$ cat src/rtl/leaf_stream_adapter.sv
// leaf_stream_adapter: one input port's vld/ack word stream -> FWFT FIFO -> AXI-Stream master with tlast from frame_len.
// Latency: a word acked at edge t is presented on m_tdata/m_tvalid right after edge t (1 cycle).
// Backpressure: m_tready stalls pops; ack drops when the FIFO is full or the frame's words have all been accepted.
//
// Ports:
//   clk, reset                       clock, synchronous active-high reset
//   ap_start, frame_len              rising edge of ap_start starts a frame of frame_len words
//   din_leaf_interface2user, vld_interface2user, ack_user2interface   upstream word handshake
//   m_tdata, m_tvalid, m_tready, m_tlast                               downstream AXI-Stream master
//   done                             one-cycle pulse after the frame's last word transfers
//   busy                             high while streaming a frame
module leaf_stream_adapter #(
  parameter int PAYLOAD_BITS   = 32,
  parameter int FIFO_ADDR_BITS = 4,
  parameter int LEN_BITS       = 16
) (
  input  logic                    clk,
  input  logic                    reset,
  input  logic                    ap_start,
  input  logic [LEN_BITS-1:0]     frame_len,
  input  logic [PAYLOAD_BITS-1:0] din_leaf_interface2user,
  input  logic                    vld_interface2user,
  output logic                    ack_user2interface,
  output logic [PAYLOAD_BITS-1:0] m_tdata,
  output logic                    m_tvalid,
  input  logic                    m_tready,
  output logic                    m_tlast,
  output logic                    done,
  output logic                    busy
);

  localparam int DEPTH = 1 << FIFO_ADDR_BITS;

  typedef enum logic [1:0] {
    S_IDLE   = 2'd0,
    S_STREAM = 2'd1,
    S_DONE   = 2'd2
  } state_t;

  state_t                    r_state;
  state_t                    w_state_nxt;
  logic                      r_ap_start_q;
  logic [LEN_BITS-1:0]       r_len_q;
  logic [LEN_BITS-1:0]       r_in_cnt;
  logic [LEN_BITS-1:0]       r_out_cnt;
  logic [FIFO_ADDR_BITS-1:0] r_wr_ptr;
  logic [FIFO_ADDR_BITS-1:0] r_rd_ptr;
  logic [FIFO_ADDR_BITS:0]   r_count;
  logic [PAYLOAD_BITS-1:0]   r_mem [DEPTH];

  logic                      w_start;
  logic                      w_stream;
  logic                      w_full;
  logic                      w_ack;
  logic                      w_tvalid;
  logic                      w_tlast;
  logic                      w_push;
  logic                      w_pop;
  logic [LEN_BITS-1:0]       w_len_m1;

  assign w_start  = ap_start & ~r_ap_start_q;
  assign w_stream = (r_state == S_STREAM);

  // Count never exceeds DEPTH, so its MSB alone marks a full FIFO.
  assign w_full   = r_count[FIFO_ADDR_BITS];

  // ack depends only on registered state, keeping m_tready out of the upstream path.
  assign w_ack    = w_stream & ~w_full & (r_in_cnt < r_len_q);
  assign w_tvalid = w_stream & (r_count != '0);
  assign w_len_m1 = r_len_q - LEN_BITS'(1);
  assign w_tlast  = w_tvalid & (r_out_cnt == w_len_m1);
  assign w_push   = vld_interface2user & w_ack;
  assign w_pop    = w_tvalid & m_tready;

  assign ack_user2interface = w_ack;
  assign m_tvalid           = w_tvalid;
  assign m_tlast            = w_tlast;
  // Head is gated so stale RAM contents never leak out while idle or after reset.
  assign m_tdata            = w_tvalid ? r_mem[r_rd_ptr] : '0;
  assign done               = (r_state == S_DONE);
  assign busy               = w_stream;

  always_comb begin
    w_state_nxt = r_state;
    case (r_state)
      S_IDLE: begin
        if (w_start) w_state_nxt = (frame_len != '0) ? S_STREAM : S_DONE;
      end
      S_STREAM: begin
        // A restart aborts the current frame without reporting done for it.
        if (w_start)              w_state_nxt = (frame_len != '0) ? S_STREAM : S_DONE;
        else if (w_pop & w_tlast) w_state_nxt = S_DONE;
      end
      S_DONE: begin
        w_state_nxt = S_IDLE;
        if (w_start) w_state_nxt = (frame_len != '0) ? S_STREAM : S_DONE;
      end
      default: w_state_nxt = S_IDLE;
    endcase
  end

  always_ff @(posedge clk) begin
    if (reset) begin
      r_state      <= S_IDLE;
      r_ap_start_q <= 1'b0;
      r_len_q      <= '0;
      r_in_cnt     <= '0;
      r_out_cnt    <= '0;
      r_wr_ptr     <= '0;
      r_rd_ptr     <= '0;
      r_count      <= '0;
    end else begin
      r_ap_start_q <= ap_start;
      r_state      <= w_state_nxt;
      if (w_start) begin
        // Any start flushes buffered words; a push in this same cycle is dropped.
        r_len_q   <= frame_len;
        r_in_cnt  <= '0;
        r_out_cnt <= '0;
        r_wr_ptr  <= '0;
        r_rd_ptr  <= '0;
        r_count   <= '0;
      end else begin
        if (w_push) begin
          r_wr_ptr <= r_wr_ptr + FIFO_ADDR_BITS'(1);
          r_in_cnt <= r_in_cnt + LEN_BITS'(1);
        end
        if (w_pop) begin
          r_rd_ptr  <= r_rd_ptr + FIFO_ADDR_BITS'(1);
          r_out_cnt <= r_out_cnt + LEN_BITS'(1);
        end
        case ({w_push, w_pop})
          2'b10:   r_count <= r_count + (FIFO_ADDR_BITS+1)'(1);
          2'b01:   r_count <= r_count - (FIFO_ADDR_BITS+1)'(1);
          default: r_count <= r_count;
        endcase
      end
    end
  end

  // Storage needs no reset: the pointers and count define which entries are live.
  always_ff @(posedge clk) begin
    if (w_push) r_mem[r_wr_ptr] <= din_leaf_interface2user;
  end

endmodule
$ cat config.mk
export PLATFORM = sky130hd
export DESIGN_NAME = leaf_stream_adapter
export DESIGN_NICKNAME = d
export VERILOG_FILES = /design/src/rtl/leaf_stream_adapter.sv
export SDC_FILE = /design/constraint.sdc
export NUM_CORES = 1
export LEC_CHECK = 0
export ABC_AREA = 1
export CAP_MARGIN = 20
export CORE_ASPECT_RATIO = 1.2
export CORE_MARGIN = 1.5
export CORE_UTILIZATION = 25
export DETAILED_ROUTE_END_ITERATION = 10
export GPL_ROUTABILITY_DRIVEN = 0
export SLEW_MARGIN = 10
export SYNTH_ARGS = -nofsm -noshare
export SYNTH_HDL_FRONTEND = slang
export SYNTH_SLANG_ARGS = --single-unit
$ cat constraint.sdc
create_clock -name clk -period 3.96 [get_ports clk]
set_input_delay 0.792 -clock clk [delete_from_list [all_inputs] [get_ports clk]]
set_output_delay 0.792 -clock clk [all_outputs]
set_load 0.02 [all_outputs]
==> metrics.txt, run 1 <==
mux cell area share after synthesis 0.05161; Synth Warn # 0; maxcap violations 0; Int Pwr 10.34 mW; worst setup path category reg2out; Net Switching 2.806 mW; ys flop type edfxtp_1; commonest cells after routing, fill and taps aside 512 x edfxtp_1, 264 x nand2_1, 257 x o21ai_0; Compound-Gate Fraction of Synth Area 0.1178; sequential area share after synthesis 0.6742; main combinational cell family by area after synthesis compound AO/OA/AOI/OAI gates; CTS root buf clkbuf_16; unrepaired setup endpoints after global routing false; Tot Pwr 13.15 mW; Critical Path RT 3170 ps; die width 290.7 um; leading post-synthesis cells by cell area edfxtp_1 62%, dfxtp_1 5.5%, o21ai_0 5.2%; register bit total from synthesis 580; final net count 2,273; Pins Over Slew Limit 0; hold slack 469.6 ps; antenna diode count 0; CP Launch Type flop; wire length of the first global-routing pass 94,980 um; combinational cell fraction of total power 0.042; Site Rows 126; share of power burned in registers 0.510; TritonRoute pass-1 iters 5; crit path max fanout 19; clk sinks 580; WL final 62,660 um; EDFF count, synth 512; die height 348.2 um; CTS H-tree depth 2; drt drc 0; grt met2 use 0.2037; TritonCTS Buffers 61; final hold violation count 0; area of the die 0.1012 mm2; fin area 0.02980 mm2; Sw Share 0.2134; Clock Latency Late Sink 640 ps; power per cell area 441.1 mW/mm2; CTS Buffer Depth 3; Synth Area in XOR/XNOR 0.01164; Mapped Cells 2,075; Clock Pin Slew Worst Setup and Hold Paths 60 ps; total negative slack 0 ps; vias 15,909; WL/cell 17.78 um; Post-Synth Adder-Cell Area 0.01442; Vias/cell 4.514; met3 GRT Util 0.02140; Layout area overhead 20.04%; total core area 0.09837 mm2; Synth area leader edfxtp_1; most common cell after layout, fill and taps aside edfxtp_1; Starting Density 0.2523; pre-CTS setup slack 608.2 ps; vias in the first global route 15,361; gr ovfl total 0; Fill cells 10,001; Async S/R FF share, synth 0; Mapped Nets 2,156; initial antenna violation count 5; post-synth top area share 0.6194; Initial DRC Count 1,056; largest net degree at the start of global routing 63; Final Setup Violations 0; CTS Hold Buffers Added 0; layout cells sized above 1 0.1025; worst min path class reg2reg; Most Used Layer, Global Route met2; Mapped Avg Cell Area 11.96 um2; worst clock skew 21.41 ps; grt met1 use 0.1581; Antenna Violating Nets Remaining 0; synth unique cells 49; Worst Max-Slew Pin Slew 653.0 ps; CTS tree done; io pins 90; Placement Cell Area 0.02766 mm2; status finished, final reports clean; Setup crit end kind primary output; Tot GR Track Use 0.1215; Synth Cell Area 0.02482 mm2; part of the cycle the worst path needs 0.9785; worst setup slack after layout 85.06 ps; number of buffers added on ports 89; Final min period 3875 ps; Synth Area in Simple Gates 0.07671; Final HPWL DP 38,180 um; Critical Path AT 3080 ps; relative slew slack 0.5633; Clock power frac 0.448; fmax 0.2581 GHz; maximum vdd drop 0.3179 mV; LEAKAGE 9.883 nW
-- per-stage QoR --
step	std cells	utilization
global placement	3405	0.2812
floorplan	2075	-
CTS	3523	0.3026
finish	3524	0.3029
detailed placement	3405	0.2812
global route	3524	0.3029
-- worst max-delay path: stages, from the launching register on --
cell             delay [ps]
dfxtp_1                 390
inv_1                    90
nor2_4                  190
nand2_1                 130
clkinv_2                210
buf_12                  230
nand2_1                  90
a31oi_1                 370
clkdlybuf4s50_1         730
-- path summary, 6_finish.rpt --
path | from | endpoint | slack, ps | depth (start not counted)
min reg2reg | r_count[0] | r_count[0] | 470 | 2
max reg2reg | r_len_q[3] | r_count[4] | 710 | 18
min | r_count[0] | r_count[0] | 470 | 2
max | r_state[0] | m_tdata[2] | 90 | 8
-- cells by family after synthesis --
| group | Yosys count |
|---|---|
| buffers and inverters | 319 |
| DFF | 580 |
| and+or+nand+nor | 431 |
| AOI/OAI and AO/OA | 556 |
| muxes | 128 |
| adders and majority gates | 28 |
| xor gates and xnor gates | 33 |
-- timing repair --
| item | in CTS | in global routing |
|---|---|---|
| endpoints found under the setup margin | 10 | 21 |
| setup buffers | 3 | 1 |
| gates resized for setup | 4 | 6 |
-- synthesized netlist by cell type (2+ instances only) --
library cell and number:
nand2_1 264, nor2_4 4, and2_1 2, edfxtp_1 512, nor3_1 12, clkbuf_1 62, nor2_2 5, nor2_1 72
nor4_1 7, ha_1 27, buf_4 6, buf_2 21, inv_2 10, o21bai_1 2, nand3b_1 2, nand3_2 4
inv_1 198, dfxtp_1 68, a21oi_1 190, nand4_1 13, buf_1 8, a31oi_1 34, o21ai_1 36, mux2i_1 128
nand3_1 31, o211ai_1 33, buf_6 11, xnor2_1 13, o21ai_0 257, nand2_2 5, xor2_1 20
-- metal layers --
layer | up-vias | share of wire
li1 | 7651 | -
met1 | 7767 | 0.44
met2 | 366 | 0.48
met3 | 119 | 0.048
met4 | 6 | 0.030
met5 | - | 0.00043
-- power groups by stage --
stage | Combinational (mW) | Sequential, mW | Clock [mW]
after floorplan | 0.300 | 6.84 | 0
after global placement | 0.545 | 6.84 | 0
after detailed placement | 0.551 | 6.84 | 0
after CTS | 0.556 | 6.71 | 6.02
after global routing | 0.617 | 6.71 | 6.25
final | 0.551 | 6.71 | 5.88
-- layout make-up --
type	count	area, um2	share of cell area
multi-input combinational	1176	6892	0.2313
tap	1280	1602	0.05375
clock buffer	74	1597	0.05358
inverter	210	794.5	0.02666
timing repair buffer	163	1697	0.05694
sequential	580	16750	0.5621
clock inverter	41	469.2	0.01575
-- sequential cells by signal, summed over array words and instances (netlist names), named ones only --
signal / flops
r_in_cnt: 16
r_mem: 512
r_out_cnt: 16
r_count: 5
r_len_q: 16
r_rd_ptr: 4
r_wr_ptr: 4
r_ap_start_q: 1
r_state: 2
(Power assumes the default switching activity.)
==> inputs of run 2 (changes only) <==
--- a/config.mk
+++ b/config.mk
@@ -6,7 +6,7 @@
 export NUM_CORES = 1
 export LEC_CHECK = 0
 export ABC_AREA = 1
-export CAP_MARGIN = 20
+export CAP_MARGIN = 10
 export CORE_ASPECT_RATIO = 1.2
 export CORE_MARGIN = 1.5
 export CORE_UTILIZATION = 25
@@ -16,3 +16,4 @@
 export SYNTH_ARGS = -nofsm -noshare
 export SYNTH_HDL_FRONTEND = slang
 export SYNTH_SLANG_ARGS = --single-unit
+export TNS_END_PERCENT = 50
==> constraint.sdc (replaced) <==
create_clock -name clk -period 3.6 [get_ports clk]
set_input_delay 0.72 -clock clk [delete_from_list [all_inputs] [get_ports clk]]
set_output_delay 0.72 -clock clk [all_outputs]
set_load 0.02 [all_outputs]
==> metrics.txt, run 2 (synthesized netlist as in run 1, its figures left out) <==
worst min path class reg2reg; TritonRoute pass-1 iters 6; buffers and inverters on the worst path 5; Final min period 3465 ps; area of the die 0.1012 mm2; Crit-path slowest cell dfxtp_1; crit-path max cell delay 390 ps; part of the cycle the worst path needs 0.9625; Layout area overhead 20.72%; fmax 0.2886 GHz; Clock power frac 0.448; WL final 61,370 um; Site Rows 126; total core area 0.09837 mm2; Int Pwr 11.40 mW; worst setup path category reg2out; wire length of the first global-routing pass 92,720 um; share of power burned in registers 0.509; crit path max fanout 23; final net count 2,281; vias 15,883; total negative slack 0 ps; layout cells sized above 1 0.1071; Placement Cell Area 0.02778 mm2; CP Launch Type flop; vias in the first global route 15,249; drt drc 0; maxcap violations 0; CTS H-tree depth 2; maximum vdd drop 0.3635 mV; largest net degree at the start of global routing 90; Worst Max-Slew Pin Slew 633.6 ps; TritonCTS Buffers 61; R2R Setup Slk 360 ps; antenna diode count 0; Starting Density 0.2523; CP cell instances inv_1 -> nor2_4 -> nand2_1 -> clkinv_2 -> buf_12 -> buf_4 -> nand2_1 -> a31oi_1 -> dlygate4sd2_1; Net Switching 3.090 mW; commonest cells after routing, fill and taps aside 512 x edfxtp_1, 264 x nand2_1, 256 x o21ai_0; io pins 90; combinational cell fraction of total power 0.042; most common cell after layout, fill and taps aside edfxtp_1; Initial DRC Count 1,000; clk sinks 580; Tot GR Track Use 0.1192; Clock Pin Slew Worst Setup and Hold Paths 60 ps; flip-flop and latch area 0.01675 mm2; area of the multi-input gates 0.006950 mm2; worst clock skew 32.65 ps; fin area 0.02997 mm2; WL/cell 17.38 um; initial antenna violation count 6; power per cell area 483.6 mW/mm2; Antenna Violating Nets Remaining 0; Top delay family on crit path buffers and inverters; Sw Share 0.2132; CTS tree done; status finished, final reports clean; Final Setup Violations 0; Clock Latency Late Sink 650 ps; unrepaired setup endpoints after global routing true; Fill cells 9,893; Vias/cell 4.498; Reg with most FFs r_mem; critical path's most frequent cell nand2_1; relative slew slack 0.5763; CTS Hold Buffers Added 0; LEAKAGE 10.14 nW; CTS root buf clkbuf_16; die height 348.2 um; CTS Buffer Depth 3; max reg flops 512; final hold violation count 0; Critical Path AT 2750 ps; Pins Over Slew Limit 0; number of buffers added on ports 89; gr ovfl total 0; Setup crit end kind primary output; Final HPWL DP 37,730 um; die width 290.7 um; Critical Path RT 2880 ps
==> run 2: cell count changes in the layout (fill, tap and decap cells not counted), sizes merged, moves of 5 or more <==
cell,change
dlygate4sd2,+22
clkinvlp,-5
buf,+9
clkinv,+7
clkdlybuf4s50,-28
==> run 2: final timing paths <==
kind | start | end | cells past startpoint
max | r_state[0] | m_tdata[19] | 9
min reg2reg | r_rd_ptr[2] | flop | 2
min | r_rd_ptr[2] | flop | 2
max reg2reg | r_len_q[9] | r_count[4] | 18
==> run 2: cell type report <==
cell class,count,share of cell area
Clock buffer,69,0.05194
Inverter,210,0.02660
Sequential cell,580,0.5589
Timing Repair Buffer,171,0.05958
Tap cell,1280,0.05344
Clock inverter,45,0.01758
Multi-Input combinational cell,1176,0.2319
==> run 2: through the flow <==
stage	hold slack, ps	std cells	worst slack [ps]	utilization	power, mW
final	475.4	3531	134.9	0.3046	14.49
after floorplan	443.2	2075	230.1	-	7.850
after global routing	515.8	3531	-151.1	0.3046	14.97
after detailed placement	463.2	3411	282.0	0.2824	8.141
after global placement	454.4	3411	307.9	0.2824	8.134
after CTS	472.5	3531	-96.28	0.3041	14.62
==> run 2: power by group through the flow <==
stage	combinational (mW)	sequential (mW)	clock [mW]
2_1_floorplan	0.330	7.52	0
3_3_place_gp	0.611	7.52	0
3_5_place_dp	0.617	7.52	0
4_1_cts	0.621	7.38	6.62
5_1_grt	0.688	7.38	6.89
6_report	0.616	7.38	6.50
==> run 2: worst register-to-register path, stage by stage (launching register included) <==
cell	delay, ps
dfxtp_1	370
inv_1	120
ha_1	330
a21oi_1	140
o21ai_0	90
nand3_1	80
a21oi_1	70
nor2_1	150
nand3_2	300
ha_1	410
ha_1	350
nand2_1	70
nand2_1	40
a31oi_1	150
inv_1	70
o21ai_0	150
a21oi_1	70
o21ai_0	150
a21oi_1	50
==> run 2: repair_timing <==
item	CTS	global route
resized for setup	35	16
cloned	0	0
buffers inserted	6	0
endpoints found under the setup margin	33	11
==> run 2: metal layers <==
layer	GRT usage	vias up	routed length, um	share of wire
li1	-	7672	-	-
met1	0.1484	7761	26480	0.43
met2	0.2085	328	30380	0.49
met3	0.02038	114	2722	0.044
met4	0.03953	8	1745	0.028
met5	0	-	45	0.00073
==> inputs of run 3 (changes only) <==
==> constraint.sdc (replaced) <==
create_clock -name clk -period 4.15 [get_ports clk]
set_input_delay 0.83 -clock clk [delete_from_list [all_inputs] [get_ports clk]]
set_output_delay 0.83 -clock clk [all_outputs]
set_load 0.02 [all_outputs]
==> metrics.txt, run 3 (synthesized netlist as in run 1, its figures left out) <==
status finished, final reports clean; hold slack 473.8 ps; area of the multi-input gates 0.006885 mm2; worst clock skew 35.17 ps; Final Setup Violations 0; layout cells sized above 1 0.09799; maxcap violations 0; Int Pwr 9.928 mW; Final min period 4015 ps; part of the cycle the worst path needs 0.9674; Site Rows 126; largest net degree at the start of global routing 88; Vias/cell 4.470; Tot GR Track Use 0.1188; final net count 2,267; Crit-path slowest cell clkdlybuf4s50_1; total core area 0.09837 mm2; initial antenna violation count 6; relative slew slack 0.4753; hold_sp r_count[0]; pre-CTS setup slack 580.2 ps; Clock Latency Late Sink 620 ps; Critical Path RT 3320 ps; r2r startpoint r_len_q[2]; worst setup path category reg2out; Sw Share 0.2162; Placement Cell Area 0.02746 mm2; total negative slack 0 ps; share of power burned in registers 0.506; critical path's most frequent cell nand2_1; post-route met1 wirelength 26,850 um; worst setup slack after layout 135.2 ps; power per cell area 427.3 mW/mm2; Clock power frac 0.453; met3 WL 2639 um; crit-path max cell delay 680 ps; Tot Pwr 12.67 mW; Final HPWL DP 36,950 um; R2R Setup Slk 880 ps; cells on worst reg2reg path 18; io pins 90; CTS Hold Buffers Added 0; TritonCTS Buffers 66; drt drc 0; area of the die 0.1012 mm2; Layout area overhead 19.40%; clk sinks 580; Critical Path AT 3180 ps; vias 15,715; Pins Over Slew Limit 0; CTS Buffer Depth 3; fin area 0.02964 mm2; CTS tree done; fmax 0.2491 GHz; WL final 60,710 um; Cells on Worst Hold Path 2; unrepaired setup endpoints after global routing false; Fill cells 9,963; CP cell instances inv_1 -> nor2_4 -> nand2_1 -> clkinv_2 -> buf_4 -> nand2_1 -> a31oi_1 -> clkdlybuf4s50_1; CP Launch Type flop; r2r endpoint r_count[4]; worst min path class reg2reg; Reg with most FFs r_mem; crit path max fanout 13; Initial DRC Count 966; Antenna Violating Nets Remaining 0; highest routed layer met5; max reg flops 512; gr ovfl total 0; LEAKAGE 9.871 nW; number of buffers added on ports 89; most common cell after layout, fill and taps aside edfxtp_1; die height 348.2 um; CTS root buf clkbuf_16; die width 290.7 um; maximum vdd drop 0.2488 mV; Setup crit end kind primary output; met2 WL 29,640 um; WL/cell 17.27 um; combinational cell fraction of total power 0.041; Starting Density 0.2523; CTS H-tree depth 3; wire length of the first global-routing pass 92,540 um; Worst Hold End r_count[0]; vias in the first global route 15,640; flip-flop and latch area 0.01675 mm2; TritonRoute pass-1 iters 5; commonest cells after routing, fill and taps aside 512 x edfxtp_1, 264 x nand2_1, 257 x o21ai_0; final hold violation count 0; Clock Pin Slew Worst Setup and Hold Paths 60 ps; Worst Max-Slew Pin Slew 782.3 ps; Net Switching 2.738 mW
[run 3: per-stage QoR]
step | std cells | util
2_1_floorplan | 2075 | -
3_3_place_gp | 3397 | 0.2792
3_5_place_dp | 3397 | 0.2792
4_1_cts | 3515 | 0.3011
5_1_grt | 3515 | 0.3013
6_report | 3516 | 0.3013
[run 3: power groups by stage]
| stage | clock network, mW | logic [mW] | registers (mW) |
|---|---|---|---|
| 3_5_place_dp | 0 | 0.523 | 6.53 |
| 3_3_place_gp | 0 | 0.516 | 6.53 |
| 2_1_floorplan | 0 | 0.287 | 6.52 |
| 5_1_grt | 6.09 | 0.586 | 6.41 |
| 4_1_cts | 5.88 | 0.527 | 6.40 |
| 6_report | 5.74 | 0.521 | 6.41 |
[run 3: how the worst max path moves through the flow]
stage | start | cells past startpoint | end | slack [ps]
finish | r_state[0] | 8 | m_tdata[6] | 140
global route | r_state[0] | 8 | m_tdata[6] | 3
CTS | r_len_q[1] | 13 | m_tlast | 40
detailed placement | flop | 8 | m_tdata[1] | 580
global placement | flop | 8 | m_tdata[1] | 570
floorplan | r_len_q[11] | 12 | r_mem[0][0] | 780
[run 3: layout make-up]
cell class                 instances  area share
antenna                            1  0.00008443
clock buffer                      81     0.05796
clock inverter                    36     0.01418
inverter                         210     0.02672
multi-input combinational       1176      0.2323
sequential                       580      0.5651
tap                             1280     0.05403
timing repair buffer             152     0.04964
[run 3: critical path, delay by kind of cell, from the launching register on]
kind,cells,cell delay (ps)
buffers and inverters,4,1450
AOI/OAI and AO/OA,1,340
DFF,1,380
and+or+nand+nor,3,350
[run 3: routing by layer]
metal | global-route usage | up-vias
li1 | - | 7632
met1 | 0.1490 | 7681
met2 | 0.2035 | 302
met3 | 0.02216 | 94
met4 | 0.04242 | 6
met5 | 0 | -
[run 3: timing repair]
action / in CTS / in global routing
endpoints found under the setup margin: 7 / 3
buffers inserted: 1 / 0
resized for setup: 0 / 5
